`src/rtl/ula_pkg.sv`:
```
// Shared definitions for the ALU sequencer: data width, ALU opcodes and FSM states.
package ula_pkg;

   localparam int DATA_W = 4;

   // Opcode order follows the ALU result mux, {z,y,x}
   localparam logic [2:0] OP_ADD = 3'd0;
   localparam logic [2:0] OP_SUB = 3'd1;
   localparam logic [2:0] OP_SHL = 3'd2;
   localparam logic [2:0] OP_SHR = 3'd3;
   localparam logic [2:0] OP_AND = 3'd4;
   localparam logic [2:0] OP_OR  = 3'd5;
   localparam logic [2:0] OP_XOR = 3'd6;
   localparam logic [2:0] OP_NOT = 3'd7;

   typedef enum logic [1:0] {
      ST_IDLE = 2'd0,
      ST_EXEC = 2'd1,
      ST_RESP = 2'd2
   } seq_state_t;

endpackage

```
`src/rtl/ula_seq_if.sv`:
```
// Command/response bus of the ALU sequencer. Flag outputs exist only when
// ULA_SEQ_FLAGS_EN is defined.
interface ula_seq_if;
   import ula_pkg::*;

   logic              cmd_valid;
   logic              cmd_ready;
   logic [2:0]        cmd_op;
   logic [DATA_W-1:0] cmd_data;
   logic              cmd_load;
   logic [1:0]        cmd_rep;
   logic              res_valid;
   logic              res_ready;
   logic [DATA_W-1:0] res_data;
   logic              res_zero;
`ifdef ULA_SEQ_FLAGS_EN
   logic              res_carry;
   logic              res_ovf;

   modport slave (
      input  cmd_valid, cmd_op, cmd_data, cmd_load, cmd_rep, res_ready,
      output cmd_ready, res_valid, res_data, res_zero, res_carry, res_ovf
   );
   modport master (
      output cmd_valid, cmd_op, cmd_data, cmd_load, cmd_rep, res_ready,
      input  cmd_ready, res_valid, res_data, res_zero, res_carry, res_ovf
   );
`else
   modport slave (
      input  cmd_valid, cmd_op, cmd_data, cmd_load, cmd_rep, res_ready,
      output cmd_ready, res_valid, res_data, res_zero
   );
   modport master (
      output cmd_valid, cmd_op, cmd_data, cmd_load, cmd_rep, res_ready,
      input  cmd_ready, res_valid, res_data, res_zero
   );
`endif

endinterface

```
`src/rtl/ula_seq.sv`:
```
// Accumulator sequencer driving an external combinational 4-bit ALU.
// Define ULA_SEQ_FLAGS_EN to add registered carry/overflow flags for ADD/SUB.
module ula_seq
   import ula_pkg::*;
#(
   parameter logic [DATA_W-1:0] ACC_RST = 4'h0
) (
   input  logic              clk,
   input  logic              rst,
   ula_seq_if.slave          bus,
   output logic [DATA_W-1:0] ula_a,
   output logic [DATA_W-1:0] ula_b,
   output logic              ula_x,
   output logic              ula_y,
   output logic              ula_z,
   input  logic [DATA_W-1:0] ula_s
);

   seq_state_t        state, state_nxt;
   logic [DATA_W-1:0] acc;
   logic [DATA_W-1:0] data_q;
   logic [2:0]        op_q;
   logic [1:0]        cnt;
   logic              accept;

   assign accept = bus.cmd_valid & bus.cmd_ready;

   // NOTE: sequential state uses non-blocking assignments so every register
   // samples the pre-edge value of every other register.
   always_ff @(posedge clk) begin
      if (rst) state <= ST_IDLE;
      else     state <= state_nxt;
   end

   // NOTE: the default comes first so no path leaves state_nxt unassigned,
   // which would otherwise infer a latch.
   always_comb begin
      state_nxt = state;
      unique case (state)
         ST_IDLE: if (accept) state_nxt = bus.cmd_load ? ST_RESP : ST_EXEC;
         ST_EXEC: if (cnt == 2'd0) state_nxt = ST_RESP;
         ST_RESP: if (bus.res_ready) state_nxt = ST_IDLE;
         default: state_nxt = ST_IDLE;
      endcase
   end

   // The remaining repeat count doubles as the latched cmd_rep field
   always_ff @(posedge clk) begin
      if (rst) begin
         acc    <= ACC_RST;
         cnt    <= 2'd0;
         op_q   <= 3'd0;
         data_q <= '0;
      end else begin
         if (accept) begin
            op_q   <= bus.cmd_op;
            data_q <= bus.cmd_data;
            if (bus.cmd_load) acc <= bus.cmd_data;
            else              cnt <= bus.cmd_rep;
         end
         if (state == ST_EXEC) begin
            acc <= ula_s;
            if (cnt != 2'd0) cnt <= cnt - 2'd1;
         end
      end
   end

   always_comb begin
      ula_b = '0;
      {ula_z, ula_y, ula_x} = 3'b000;
      if (state == ST_EXEC) begin
         ula_b = data_q;
         {ula_z, ula_y, ula_x} = op_q;
      end
   end

   assign ula_a         = acc;
   assign bus.cmd_ready = (state == ST_IDLE);
   assign bus.res_valid = (state == ST_RESP);
   assign bus.res_data  = acc;
   assign bus.res_zero  = (acc == '0);

`ifdef ULA_SEQ_FLAGS_EN
   logic [DATA_W:0] sum_ext, diff_ext;
   logic            carry_nxt, ovf_nxt;
   logic            carry_q, ovf_q;

   // Shadow 5-bit add/sub, evaluated against the same operands the ALU sees
   always_comb begin
      sum_ext   = {1'b0, acc} + {1'b0, data_q};
      diff_ext  = {1'b0, acc} - {1'b0, data_q};
      carry_nxt = 1'b0;
      ovf_nxt   = 1'b0;
      if (op_q == OP_ADD) begin
         carry_nxt = sum_ext[DATA_W];
         ovf_nxt   = (acc[DATA_W-1] == data_q[DATA_W-1]) &&
                     (sum_ext[DATA_W-1] != acc[DATA_W-1]);
      end else if (op_q == OP_SUB) begin
         carry_nxt = diff_ext[DATA_W];
         ovf_nxt   = (acc[DATA_W-1] != data_q[DATA_W-1]) &&
                     (diff_ext[DATA_W-1] != acc[DATA_W-1]);
      end
   end

   always_ff @(posedge clk) begin
      if (rst) begin
         carry_q <= 1'b0;
         ovf_q   <= 1'b0;
      end else if (accept && bus.cmd_load) begin
         carry_q <= 1'b0;
         ovf_q   <= 1'b0;
      end else if (state == ST_EXEC) begin
         carry_q <= carry_nxt;
         ovf_q   <= ovf_nxt;
      end
   end

   assign bus.res_carry = carry_q;
   assign bus.res_ovf   = ovf_q;
`endif

endmodule

```
`src/flat_wrapper.sv`:
```
// flat-port wrapper written by rule: the top's interface ports become plain ports
module ula_seq_flat import ula_pkg::*;
#(
   parameter logic [DATA_W-1:0] ACC_RST = 4'h0
)
  (clk, rst, ula_a, ula_b, ula_x, ula_y, ula_z, ula_s, bus_cmd_valid, bus_cmd_op, bus_cmd_data, bus_cmd_load, bus_cmd_rep, bus_res_ready, bus_cmd_ready, bus_res_valid, bus_res_data, bus_res_zero);
  ula_seq_if bus_i ();
  input  logic clk;
  input  logic rst;
  output logic [DATA_W-1:0] ula_a;
  output logic [DATA_W-1:0] ula_b;
  output logic ula_x;
  output logic ula_y;
  output logic ula_z;
  input  logic [DATA_W-1:0] ula_s;
  input wire logic [$bits(bus_i.cmd_valid)-1:0] bus_cmd_valid;
  input wire logic [$bits(bus_i.cmd_op)-1:0] bus_cmd_op;
  input wire logic [$bits(bus_i.cmd_data)-1:0] bus_cmd_data;
  input wire logic [$bits(bus_i.cmd_load)-1:0] bus_cmd_load;
  input wire logic [$bits(bus_i.cmd_rep)-1:0] bus_cmd_rep;
  input wire logic [$bits(bus_i.res_ready)-1:0] bus_res_ready;
  output wire logic [$bits(bus_i.cmd_ready)-1:0] bus_cmd_ready;
  output wire logic [$bits(bus_i.res_valid)-1:0] bus_res_valid;
  output wire logic [$bits(bus_i.res_data)-1:0] bus_res_data;
  output wire logic [$bits(bus_i.res_zero)-1:0] bus_res_zero;
  assign bus_i.cmd_valid = bus_cmd_valid;
  assign bus_i.cmd_op = bus_cmd_op;
  assign bus_i.cmd_data = bus_cmd_data;
  assign bus_i.cmd_load = bus_cmd_load;
  assign bus_i.cmd_rep = bus_cmd_rep;
  assign bus_i.res_ready = bus_res_ready;
  assign bus_cmd_ready = bus_i.cmd_ready;
  assign bus_res_valid = bus_i.res_valid;
  assign bus_res_data = bus_i.res_data;
  assign bus_res_zero = bus_i.res_zero;
  ula_seq #(.ACC_RST(ACC_RST)) u_core (.clk(clk), .rst(rst), .bus(bus_i), .ula_a(ula_a), .ula_b(ula_b), .ula_x(ula_x), .ula_y(ula_y), .ula_z(ula_z), .ula_s(ula_s));
endmodule
```
`config.mk`:
```
export PLATFORM = sky130hd
export DESIGN_NAME = ula_seq_flat
export DESIGN_NICKNAME = d
export VERILOG_FILES = /design/src/rtl/ula_pkg.sv /design/src/rtl/ula_seq_if.sv /design/src/rtl/ula_seq.sv /design/src/flat_wrapper.sv
export SDC_FILE = /design/constraint.sdc
export NUM_CORES = 1
export LEC_CHECK = 0
export BUFFER_PORTS_ARGS = -buffer_cell sky130_fd_sc_hd__buf_2
export CORE_UTILIZATION = 30
export DETAILED_ROUTE_END_ITERATION = 8
export PLACE_DENSITY = 0.6
export SYNTH_ARGS = -nofsm -noshare
export SYNTH_HDL_FRONTEND = slang
export SYNTH_SLANG_ARGS = --single-unit
```
`constraint.sdc`:
```
create_clock -name clk -period 1.6 [get_ports clk]
set_input_delay 0.24 -clock clk [delete_from_list [all_inputs] [get_ports clk]]
set_output_delay 0.24 -clock clk [all_outputs]
set_load 0.05 [all_outputs]
```
* Word-level counts from Yosys, hierarchy flattened
Index checks and enable logic that the tools add are counted.
Cells by class: add/subtract/negate cells 1, equality and inequality tests 5, muxes and demuxes 16, bitwise logic cells 1, reductions and logical operators 8
Operator list (number):
- $mux 2 | 8
- $mux 4 | 4
- $pmux 2 s3 | 1
- $reduce_bool 2->1 | 3
- $logic_not 2->1 | 2
- $logic_not 4->1 | 1
- $ne 2x2->1 const B | 2
- $mux 1 | 3
- $reduce_and 3->1 | 1
- $eq 2x1->1 const B | 1
- $eq 2x2->1 const B | 1
- $ne 2x1->1 const B | 1
- $reduce_and 2->1 | 1
- $sub 2x1->2 const B | 1
- $and 1x1->1 | 1
Word-level totals: flip-flop bits (word level) 15, input bits 18, output and inout bits 18, logic and storage cells 36

* Logic depth before layout (Yosys ltp)
depth after elaboration 5, mapped depth 5, mapped depth without buffers 3

* Worst setup path before layout
No wires, ideal clock.
path kind flip-flop to output port, from reg u_core.acc[3], in the netlist u_core.bus.res_data[3], to out bus_res_zero, data arrival time 2.088 ns, required time 1.360 ns, slack -0.728 ns, stages on the path, launching flop included 2, buffers on the path 0, cell sequence dfxtp_1 nor4_1
On the way: word-level cells in the longest chain between the ends 1
Ends and longest elaborated chain:
- start, declared | RTL line ula_seq.sv:20 | logic [DATA_W-1:0] acc;
- start signal, assigned | RTL line ula_seq.sv:58 | if (bus.cmd_load) acc <= bus.cmd_data;
- start signal, assigned | RTL line ula_seq.sv:62 | acc <= ula_s;
- $logic_not 4->1 | RTL line ula_seq.sv:81 | assign bus.res_zero = (acc == '0);
- end, declared | RTL line flat_wrapper.sv:25 | output wire logic [$bits(bus_i.res_zero)-1:0] bus_res_zero;
No other way between the ends.

* Worst setup path after layout
from reg u_core.state[1], to out ula_z
On the way: word-level cells in the longest chain between the ends 2
Ends and longest elaborated chain:
- start, declared | RTL line ula_seq.sv:19 | seq_state_t state, state_nxt;
- start signal, assigned | RTL line ula_seq.sv:32 | else state <= state_nxt;
- $eq 2x1->1 | RTL line ula_seq.sv:71 | if (state == ST_EXEC) begin
- $mux 1 | RTL line ula_seq.sv:71
- end, declared | RTL line flat_wrapper.sv:14 | output logic ula_z;
No other way between the ends.

==> impl_metrics.sql <==
INSERT INTO impl_metrics (metric_group, metric, value, unit) VALUES
('outcome', 'run_status', 'finished, final reports clean', ''),
('floorplan', 'core_region_area', '2318', 'um2'),
('drt', 'ant_nets', '0', ''),
('synth', 'synth_warnings', '0', ''),
('synth', 'ys_top_cells_by_count', 'sky130_fd_sc_hd__dfxtp_1, sky130_fd_sc_hd__nor2_1, sky130_fd_sc_hd__mux2i_1', ''),
('finish', 'nets', '137', ''),
('clock_tree', 'cts_hold_buf', '0', ''),
('floorplan', 'die_area', '2767', 'um2'),
('global_route', 'via_count_of_the_first_global_routing_pass', '639', ''),
('timing', 'timing_worst_slew_pin_value', '0.3529', 'ns'),
('floorplan', 'ios', '36', ''),
('finish', 'seqCellArea', '301.5', 'um2'),
('drt', 'drt-total-wl', '1.718', 'mm'),
('timing', 'hold_viol', '0', ''),
('synth', 'ys_ff_latch', '15', ''),
('synth', 'asyncSetResetFlopFracSynth', '0', ''),
('timing', 'clock.fmax', '674.3', 'MHz'),
('clock_tree', 'clkTransAtPathRegs', '0.09', 'ns'),
('placement', 'io_buffers', '35', ''),
('min_path', 'min_path_type', 'input pin to flip-flop', ''),
('clock_tree', 'clockBufferDepth', '2', ''),
('synth', 'synth_largest_area_cell', 'sky130_fd_sc_hd__dfxtp_1', ''),
('clock_tree', 'cts_tree', 'done', ''),
('global_route', 'antenna_found_initial', '0', ''),
('synth', 'synth.avg_cell_area', '9.146', 'um2'),
('power_and_ir_drop', 'total_leakage_power', '0.4973', 'nW'),
('global_route', 'grt_max_degree', '17', ''),
('floorplan', 'initial_utilization', '0.3314', ''),
('drt', 'routedWlPerCell', '11.77', 'um'),
('power_and_ir_drop', 'fin_total_pwr', '1.057', 'mW'),
('placement', 'number_of_placed_cells_counting_well_taps', '140', ''),
('worst_setup_path', 'cp-end-kind', 'primary output', ''),
('clock_tree', 'htreeDepth', '1', ''),
('timing', 'worst_clock_skew', '0.005354', 'ns'),
('worst_setup_path', 'critPathMaxFanout', '10', ''),
('placement', 'place.gp.congestion', '0.7184', ''),
('floorplan', 'core.rowCount', '17', ''),
('drt', 'first_pass_iters', '4', ''),
('floorplan', 'die_h', '52.61', 'um'),
('synth', 'yosysTopAreaCellShare', '0.3909', ''),
('timing', 'rsz_0062_raised_after_global_routing', 'no', ''),
('power_and_ir_drop', 'cellPowerDensity', '1048', 'nW/um2'),
('drt', 'post_drt_via_cell_ratio', '4.788', ''),
('clock_tree', 'clk_root_buffer_cell', 'sky130_fd_sc_hd__clkbuf_4', ''),
('worst_setup_path', 'critPathRequiredTime', '1.36', 'ns'),
('finish', 'multiInputGateArea', '399.1', 'um2'),
('global_route', 'global_route.overflow_total', '0', ''),
('worst_setup_path', 'critical_path.startpoint_type', 'flip-flop', ''),
('finish', 'antenna-diode-count', '0', ''),
('power_and_ir_drop', 'ir_worst_vdd', '0.6649', 'mV'),
('clock_tree', 'clock_insertion_delay_worst_skew', '0.28', 'ns'),
('timing', 'final_min_period_over_clock_period', '0.9269', ''),
('timing', 'slew-limit-headroom', '0.7587', ''),
('run', 'max_cap_violations', '0', ''),
('synth', 'yosysUniqueCellTypes', '25', ''),
('finish', 'layout-area-overhead-vs-synth', '31.27', '%'),
('clock_tree', 'cts-buffers-inserted', '3', ''),
('synth', 'synth.most_common_cell', 'sky130_fd_sc_hd__dfxtp_1', ''),
('drt', 'drcViolationCount', '0', ''),
('placement', 'place_hpwl', '1.301', 'mm'),
('synth', 'syn_nets', '102', ''),
('timing', 'layout_setup_ws', '0.1169', 'ns'),
('finish', 'filler_cells_inserted', '254', ''),
('synth', 'synth_enable_flop_cells', '0', ''),
('timing', 'setup_violations', '0', ''),
('synth', 'ys_seq_area_frac', '0.3909', ''),
('worst_setup_path', 'path_class', 'flip-flop to primary output', ''),
('drt', 'drt_iter0_drc', '12', ''),
('clock_tree', 'cts_sinks', '15', ''),
('timing', 'min_period', '1.483', 'ns'),
('placement', 'dp_slack', '0.1051', 'ns');
[what timing repair did]
action                                  4_1_cts  5_1_grt
resized for setup                             8        1
buffers inserted                              2        0
endpoints found under the hold margin         0        0
endpoints found under the setup margin        7        8
[final cells by class]
| cell class | instances | share of cell area |
|---|---|---|
| clock buffer | 3 | 0.02233 |
| multi-input combinational | 54 | 0.3958 |
| inverter | 6 | 0.02233 |
| clock inverter | 1 | 0.004963 |
| sequential | 15 | 0.2990 |
| timing repair buffer | 39 | 0.2208 |
| tap | 28 | 0.03474 |
[worst max-delay path, cell delays in order (launching register included)]
cell and delay, ns:
sky130_fd_sc_hd__dfxtp_2 0.39, sky130_fd_sc_hd__nor2b_4 0.21, sky130_fd_sc_hd__and2_1 0.16, sky130_fd_sc_hd__buf_4 0.19
[sequential cells by signal, indices dropped and copies added (netlist names)]
name                 cells
u_core.bus.res_data      4
u_core.op_q              3
u_core.data_q            4
u_core.state             2
u_core.cnt               2
[final timing paths]
path                   startpoint                      to  slack (ns)  cells past startpoint
setup / recovery  u_core.state[1]                   ula_z        0.12                      3
hold / removal      bus_cmd_op[2]          u_core.op_q[2]        0.19                      3
setup reg to reg  u_core.state[0]  u_core.bus.res_data[0]        0.30                      5
hold reg to reg    u_core.op_q[2]          u_core.op_q[2]        0.49                      2
[where the power goes]
group	switching [mW]	internal [mW]	leakage [nW]
clock network	0.129	0.0928	0.0177
logic	0.247	0.131	0.356
registers	0.0430	0.414	0.124
total	0.419	0.639	0.497
[stage by stage]
step	instance area [um2]	utilization
floorplan	785.8	-
global placement	942.2	0.4064
detailed placement	942.2	0.4064
CTS	1007	0.4344
global route	1008	0.4350
finish	1008	0.4350
[metal layers]
metal	GRT usage	vias to the layer above	wire, um
li1	-	354	-
met1	0.1684	320	791
met2	0.2321	25	811
met3	0.03188	0	114
met4	0.06579	0	0
met5	0	-	0
[placed cells by master (no fill, tap or decap), types with 2 or more instances in the layout]
| cell | instances |
|---|---|
| sky130_fd_sc_hd__and2_1 | 7 |
| sky130_fd_sc_hd__nor2_1 | 12 |
| sky130_fd_sc_hd__nor2b_1 | 2 |
| sky130_fd_sc_hd__buf_2 | 28 |
| sky130_fd_sc_hd__a21oi_1 | 7 |
| sky130_fd_sc_hd__buf_4 | 11 |
| sky130_fd_sc_hd__inv_1 | 6 |
| sky130_fd_sc_hd__clkbuf_4 | 3 |
| sky130_fd_sc_hd__mux2i_1 | 8 |
| sky130_fd_sc_hd__o221a_1 | 4 |
| sky130_fd_sc_hd__dfxtp_1 | 14 |
[kinds of logic (layout without fill, tap and decap cells)]
logic type      count (synthesis)  count (layout)  synth area share
compound gates                 17              17            0.1629
buf+inv                        15              49            0.1189
flops                          15              15            0.3909
mux                             8               8            0.1042
simple gates                   29              29            0.2231
(Power assumes the default switching activity.)
